## src/rtl/zombie_sprite_blitter_if.sv

```systemverilog
// zombie_sprite_blitter_if: draw command, sprite ROM, palette and frame-buffer signals of the blitter.
interface zombie_sprite_blitter_if;
    logic        start;
    logic [10:0] sprite_x;
    logic [10:0] sprite_y;
    logic [2:0]  frame_sel;
    logic        busy;
    logic        done;
    logic [12:0] rom_addr;
    logic [2:0]  rom_data;
    logic [2:0]  pal_index;
    logic [15:0] pal_color;
    logic [18:0] fb_addr;
    logic [15:0] fb_data;
    logic        fb_we;
    logic        fb_ready;
    modport slave (
        input  start, sprite_x, sprite_y, frame_sel, rom_data, pal_color, fb_ready,
        output busy, done, rom_addr, pal_index, fb_addr, fb_data, fb_we
    );
    modport master (
        output start, sprite_x, sprite_y, frame_sel, rom_data, pal_color, fb_ready,
        input  busy, done, rom_addr, pal_index, fb_addr, fb_data, fb_we
    );
endinterface

```

## src/rtl/zombie_sprite_blitter.sv

```systemverilog
// zombie_sprite_blitter: walks one sprite frame in raster order, writing opaque on-screen pixels to the frame buffer.
module zombie_sprite_blitter #(
    parameter int SPRITE_W          = 32,
    parameter int SPRITE_H          = 32,
    parameter int NUM_FRAMES        = 8,
    parameter int SCREEN_W          = 640,
    parameter int SCREEN_H          = 480,
    parameter int TRANSPARENT_INDEX = 7
) (
    input logic Clk,
    input logic Reset,
    zombie_sprite_blitter_if.slave bus
);
    localparam int CW = $clog2(SPRITE_W);
    localparam int RW = $clog2(SPRITE_H);
    localparam logic [2:0] TI = 3'(TRANSPARENT_INDEX);
    localparam logic signed [11:0] SX_MAX = 12'(SCREEN_W);
    localparam logic signed [11:0] SY_MAX = 12'(SCREEN_H);

    typedef enum logic [2:0] {IDLE, FETCH, READ, WRITE, DONE} state_e;

    state_e state_q, state_d;
    logic [RW-1:0] row_q, row_d, row_n;
    logic [CW-1:0] col_q, col_d, col_n;
    logic [10:0] x_q, x_d, y_q, y_d;
    logic [2:0] frame_q, frame_d;
    logic [12:0] rom_addr_q, rom_addr_d;
    logic [18:0] fb_addr_q, fb_addr_d;
    logic [15:0] fb_data_q, fb_data_d;
    logic signed [11:0] sx, sy;
    logic skip, adv, last;

    always_ff @(posedge Clk) begin
        if (Reset) begin
            state_q    <= IDLE;
            row_q      <= '0;
            col_q      <= '0;
            x_q        <= '0;
            y_q        <= '0;
            frame_q    <= '0;
            rom_addr_q <= '0;
            fb_addr_q  <= '0;
            fb_data_q  <= '0;
        end else begin
            state_q    <= state_d;
            row_q      <= row_d;
            col_q      <= col_d;
            x_q        <= x_d;
            y_q        <= y_d;
            frame_q    <= frame_d;
            rom_addr_q <= rom_addr_d;
            fb_addr_q  <= fb_addr_d;
            fb_data_q  <= fb_data_d;
        end
    end

    always_comb begin
        sx = {x_q[10], x_q} + 12'(col_q);
        sy = {y_q[10], y_q} + 12'(row_q);
        skip = bus.rom_data == TI || sx < 0 || sx >= SX_MAX || sy < 0 || sy >= SY_MAX;
        adv = (state_q == READ && skip) || (state_q == WRITE && bus.fb_ready);
        last = &row_q && &col_q;
        col_n = col_q + CW'(1);
        row_n = &col_q ? row_q + RW'(1) : row_q;
        state_d = state_q;
        row_d = row_q;
        col_d = col_q;
        x_d = x_q;
        y_d = y_q;
        frame_d = frame_q;
        rom_addr_d = rom_addr_q;
        fb_addr_d = fb_addr_q;
        fb_data_d = fb_data_q;
        case (state_q)
            IDLE: if (bus.start) begin
                x_d = bus.sprite_x;
                y_d = bus.sprite_y;
                frame_d = bus.frame_sel;
                row_d = '0;
                col_d = '0;
                rom_addr_d = {bus.frame_sel, {(RW + CW){1'b0}}};
                state_d = FETCH;
            end
            FETCH: state_d = READ;
            READ: if (!skip) begin
                fb_addr_d = 19'(sy) * 19'(SCREEN_W) + 19'(sx);
                fb_data_d = bus.pal_color;
                state_d = WRITE;
            end
            DONE: state_d = IDLE;
            default: ;
        endcase
        // The address for the next pixel is loaded as we enter FETCH so the synchronous ROM answers in READ.
        if (adv) begin
            col_d = col_n;
            row_d = row_n;
            state_d = last ? DONE : FETCH;
            rom_addr_d = last ? rom_addr_q : {frame_q, row_n, col_n};
        end
    end

    always_comb begin
        bus.busy = state_q != IDLE;
        bus.done = state_q == DONE;
        bus.fb_we = state_q == WRITE;
        bus.rom_addr = rom_addr_q;
        bus.pal_index = bus.rom_data;
        bus.fb_addr = fb_addr_q;
        bus.fb_data = fb_data_q;
    end
endmodule

```

## src/flat_wrapper.sv

```systemverilog
// flat-port wrapper written by rule: the top's interface ports become plain ports
module zombie_sprite_blitter_flat 
#(
    parameter int SPRITE_W          = 32,
    parameter int SPRITE_H          = 32,
    parameter int NUM_FRAMES        = 8,
    parameter int SCREEN_W          = 640,
    parameter int SCREEN_H          = 480,
    parameter int TRANSPARENT_INDEX = 7
)
  (Clk, Reset, bus_start, bus_sprite_x, bus_sprite_y, bus_frame_sel, bus_rom_data, bus_pal_color, bus_fb_ready, bus_busy, bus_done, bus_rom_addr, bus_pal_index, bus_fb_addr, bus_fb_data, bus_fb_we);
  zombie_sprite_blitter_if bus_i ();
  input logic Clk;
  input logic Reset;
  input wire logic [$bits(bus_i.start)-1:0] bus_start;
  input wire logic [$bits(bus_i.sprite_x)-1:0] bus_sprite_x;
  input wire logic [$bits(bus_i.sprite_y)-1:0] bus_sprite_y;
  input wire logic [$bits(bus_i.frame_sel)-1:0] bus_frame_sel;
  input wire logic [$bits(bus_i.rom_data)-1:0] bus_rom_data;
  input wire logic [$bits(bus_i.pal_color)-1:0] bus_pal_color;
  input wire logic [$bits(bus_i.fb_ready)-1:0] bus_fb_ready;
  output wire logic [$bits(bus_i.busy)-1:0] bus_busy;
  output wire logic [$bits(bus_i.done)-1:0] bus_done;
  output wire logic [$bits(bus_i.rom_addr)-1:0] bus_rom_addr;
  output wire logic [$bits(bus_i.pal_index)-1:0] bus_pal_index;
  output wire logic [$bits(bus_i.fb_addr)-1:0] bus_fb_addr;
  output wire logic [$bits(bus_i.fb_data)-1:0] bus_fb_data;
  output wire logic [$bits(bus_i.fb_we)-1:0] bus_fb_we;
  assign bus_i.start = bus_start;
  assign bus_i.sprite_x = bus_sprite_x;
  assign bus_i.sprite_y = bus_sprite_y;
  assign bus_i.frame_sel = bus_frame_sel;
  assign bus_i.rom_data = bus_rom_data;
  assign bus_i.pal_color = bus_pal_color;
  assign bus_i.fb_ready = bus_fb_ready;
  assign bus_busy = bus_i.busy;
  assign bus_done = bus_i.done;
  assign bus_rom_addr = bus_i.rom_addr;
  assign bus_pal_index = bus_i.pal_index;
  assign bus_fb_addr = bus_i.fb_addr;
  assign bus_fb_data = bus_i.fb_data;
  assign bus_fb_we = bus_i.fb_we;
  zombie_sprite_blitter #(.SPRITE_W(SPRITE_W), .SPRITE_H(SPRITE_H), .NUM_FRAMES(NUM_FRAMES), .SCREEN_W(SCREEN_W), .SCREEN_H(SCREEN_H), .TRANSPARENT_INDEX(TRANSPARENT_INDEX)) u_core (.Clk(Clk), .Reset(Reset), .bus(bus_i));
endmodule
```

## config.mk

```make
export PLATFORM = sky130hd
export DESIGN_NAME = zombie_sprite_blitter_flat
export DESIGN_NICKNAME = d
export VERILOG_FILES = /design/src/rtl/zombie_sprite_blitter_if.sv /design/src/rtl/zombie_sprite_blitter.sv /design/src/flat_wrapper.sv
export SDC_FILE = /design/constraint.sdc
export NUM_CORES = 1
export LEC_CHECK = 0
export BUFFER_PORTS_ARGS = -buffer_cell sky130_fd_sc_hd__clkbuf_2
export CAP_MARGIN = 20
export CORE_UTILIZATION = 25
export CTS_CLUSTER_DIAMETER = 100
export CTS_CLUSTER_SIZE = 40
export DETAILED_ROUTE_END_ITERATION = 10
export GPL_TIMING_DRIVEN = 0
export PLACE_DENSITY_LB_ADDON = 0.1
export REMOVE_ABC_BUFFERS = 1
export SLEW_MARGIN = 15
export SYNTH_ARGS = -nofsm -noshare
export SYNTH_HDL_FRONTEND = slang
export SYNTH_SLANG_ARGS = --single-unit
```

## constraint.sdc

```tcl
create_clock -name Clk -period 5.5 [get_ports Clk]
set_clock_uncertainty 0.05 [all_clocks]
set_input_delay 0.275 -clock Clk [delete_from_list [all_inputs] [get_ports Clk]]
set_output_delay 0.275 -clock Clk [all_outputs]
set_load 0.02 [all_outputs]
```

==> metrics.txt <==
root buffer cell=clkbuf_16; Worst slew margin=0.4214; total CTS buffers=9; Die W=146.2 um; Placer Congestion=0.7823; PwrDens=268.7 nW/um^2; ys flop type=dfxtp_1; Seq/Total Area, Yosys=0.3312; CTS tree=built; Worst-Skew Late Latency=0.35 ns; hold_sp=bus_sprite_y[2]; clock sinks=86; antenna cell count=0; final count of negative-setup-slack endpoints=0; Static Leak=2.941 nW; Synth Instances=629; vias post-DR=4663; share of post-route cells with drive strength above 1=0.1836; Antenna Violating Nets Remaining=0; EDFF count, synth=0; M1 GR Usage=0.1821; Post-CTS Hold Buffers=0; asr flop ratio synth=0; Gates resized, CTS repair=0; Synth cell types=53; Hold Path Depth=3; crit path kind=reg2reg; Hold Fails Final Rpt=0; gr busiest metal=met2; Rows=52; Critical Path AT=4.88 ns; RSZ-0062 raised after global routing=no; vias in the first global route=4433; Max Buffers Root-to-Sink=2; CP Capture Type=flip-flop; H-tree levels=3; GRT overflow=0; Reg clk slew, reported paths=0.07 ns; first-pass GRT wire length=22340 um; Tot GR Track Use=0.1298; Crit. Startpoint=u_core.row_q[1]$_SDFFE_PP0P_; Netlist Area Pre-Place=5199 sq um; Peak VDD IR=0.0001571 V; Die Span Y=146.2 um; Hold Path Class=in2reg; R2R cell count=20; vias per cell=4.715; post-route cell area=6355 sq um; # Max-Cap Violations=0; setup slack, reg-to-reg=0.80 ns; synthesized area per cell=8.265 sq um; fin nets=808; #FFs+latches synth=86; 1st-iter DRT viols=211; area grow syn2layout=22.24%; postcts setup bufs=0; # IOs=102; total power=0.001707 W; routed wire length=13300 um; CP Launch Type=flip-flop; initial antenna violation count=0; routing usage on met3=0.01969; Max FO, Critical Path=6; die area=21380 sq um; core footprint=20300 sq um; Worst Max-Slew Pin Slew=0.8661 ns; setup TNS=0 ns; largest net degree at the start of global routing=56; Pins Over Slew Limit=0; dpl cell area=6010 sq um; DRC viols=0; required time worst endpoint=5.68 ns; YS warnings=0; Starting Density=0.2561; post-detail-place hpwl=9882 um; global routing usage on met2=0.1998; min Tclk post-route=4.701 ns; Final period util=0.8547; FMAX=212.7 MHz; launching point of the worst reg2reg path=u_core.row_q[1]$_SDFFE_PP0P_; TritonRoute pass-1 iters=4; DR WL/cell=13.45 um; port bufs=101; status=completed
[kinds of logic after synthesis]
group / count (synthesis) / share of synthesized area
AND/OR/NAND/NOR: 228 / 0.2039
adder cells (fa/ha/maj): 46 / 0.1165
XOR/XNOR: 36 / 0.06330
AO/OA/AOI/OAI: 144 / 0.1752
buffers and inverters: 55 / 0.04452
multiplexers: 34 / 0.06546
flip-flops: 86 / 0.3312
[per-layer routing]
layer / wire [um] / up-vias
met5: 0 / -
met4: 189 / 0
met3: 465 / 11
met2: 5772 / 101
met1: 6878 / 2161
li1: - / 2390
[flip-flops by register name, summed over array words and instances (netlist names), 5 cells and up]
register             cells
u_core.col_q             5
u_core.x_q              11
u_core.bus.fb_data      16
u_core.bus.fb_addr      19
u_core.bus.rom_addr     13
u_core.y_q              11
u_core.row_q             5
[per-stage QoR]
stage / utilization / worst slack (ns) / hold WS, ns / instances
floorplan: - / 1.317 / 0.2941 / 597
global route: 0.3131 / 0.4732 / 0.09066 / 989
CTS: 0.3131 / 0.8273 / 0.07679 / 989
detailed placement: 0.2960 / 0.8563 / 0.4018 / 973
finish: 0.3131 / 0.7989 / 0.09073 / 989
global placement: 0.2905 / 0.8164 / 0.3950 / 968
[cell usage after synthesis, types with 2 or more instances]
| master | number | area [sq um] |
|---|---|---|
| a211o_1 | 4 | 35.03 |
| a211oi_1 | 10 | 75.07 |
| a21boi_0 | 4 | 30.03 |
| a21o_1 | 7 | 52.55 |
| a21oi_1 | 53 | 265.3 |
| a32oi_1 | 5 | 43.79 |
| and2_1 | 3 | 18.77 |
| and3_1 | 5 | 31.28 |
| buf_2 | 5 | 25.02 |
| buf_4 | 3 | 22.52 |
| clkbuf_1 | 23 | 86.33 |
| dfxtp_1 | 86 | 1722 |
| fa_1 | 4 | 80.08 |
| ha_1 | 42 | 525.5 |
| inv_1 | 23 | 86.33 |
| mux2i_1 | 34 | 340.3 |
| nand2_1 | 85 | 319.1 |
| nand2b_1 | 14 | 87.58 |
| nand3_1 | 15 | 75.07 |
| nand4_1 | 3 | 18.77 |
| nor2_1 | 57 | 214.0 |
| nor2b_1 | 9 | 56.30 |
| nor3_1 | 12 | 60.06 |
| nor3b_1 | 6 | 45.04 |
| nor4_1 | 2 | 12.51 |
| o211ai_1 | 3 | 22.52 |
| o21a_1 | 2 | 15.01 |
| o21ai_0 | 29 | 145.1 |
| o21ai_1 | 4 | 20.02 |
| o21bai_1 | 3 | 22.52 |
| o221a_2 | 3 | 33.78 |
| o311ai_0 | 4 | 35.03 |
| o31a_1 | 2 | 17.52 |
| o32ai_1 | 2 | 17.52 |
| o41ai_1 | 2 | 17.52 |
| or2_2 | 4 | 25.02 |
| or3_1 | 5 | 31.28 |
| or4_1 | 4 | 30.03 |
| xnor2_1 | 25 | 219.0 |
| xor2_1 | 10 | 87.58 |
[path summary, 6_finish.rpt]
kind                                         end
min                   u_core.y_q[2]$_SDFFE_PP0P_
min reg2reg       u_core.frame_q[2]$_SDFFE_PP0P_
max reg2reg  u_core.bus.fb_addr[18]$_SDFFE_PP0P_
max          u_core.bus.fb_addr[18]$_SDFFE_PP0P_
[report_power, final]
part	internal [W]	total [W]	switching (W)
clock network	0.000449	0.000720	0.000272
logic	0.000130	0.000309	0.000179
registers	0.000652	0.000678	0.0000259
total	0.00123	0.00171	0.000476
[worst max-delay path, cell delays in order, from the launching register on]
cell	delay, ns
dfxtp_1	0.47
ha_1	0.31
a211oi_1	0.47
o21bai_1	0.16
a21oi_1	0.34
xnor2_1	0.22
ha_1	0.28
ha_1	0.34
a21oi_1	0.22
o21bai_1	0.09
a21oi_1	0.23
o21bai_1	0.09
a21oi_1	0.18
xnor2_1	0.09
ha_1	0.20
or3_1	0.36
o21ai_0	0.08
a21oi_1	0.07
xor2_1	0.14
mux2i_1	0.13
nor2_1	0.05
[area by class of cell]
cell class / instances / area [sq um]
fillers: 2227 / 13940
multi-input cells: 488 / 3249
flip-flops and latches: 86 / 1722
repair buffers: 106 / 614.3
well taps: 270 / 337.8
clock buffers: 10 / 229.0
clock inverters: 6 / 116.4
inverters: 23 / 86.33
[placed cells by master (no fill, tap or decap), types with 5 or more instances in the layout]
cell       count
nand2_1       84
clkbuf_16      9
mux2i_1       34
o21ai_0       29
inv_1         23
a32oi_1        5
nand2b_1      14
nand3_1       15
xor2_1        10
nor3_1        12
clkbuf_2     100
a21oi_1       53
and3_1         5
nor3b_1        6
a21o_1         7
ha_1          42
xnor2_1       25
a211oi_1      10
nor2b_1        9
dfxtp_1       86
nor2_1        57
Power figures use the tool's default switching activity.
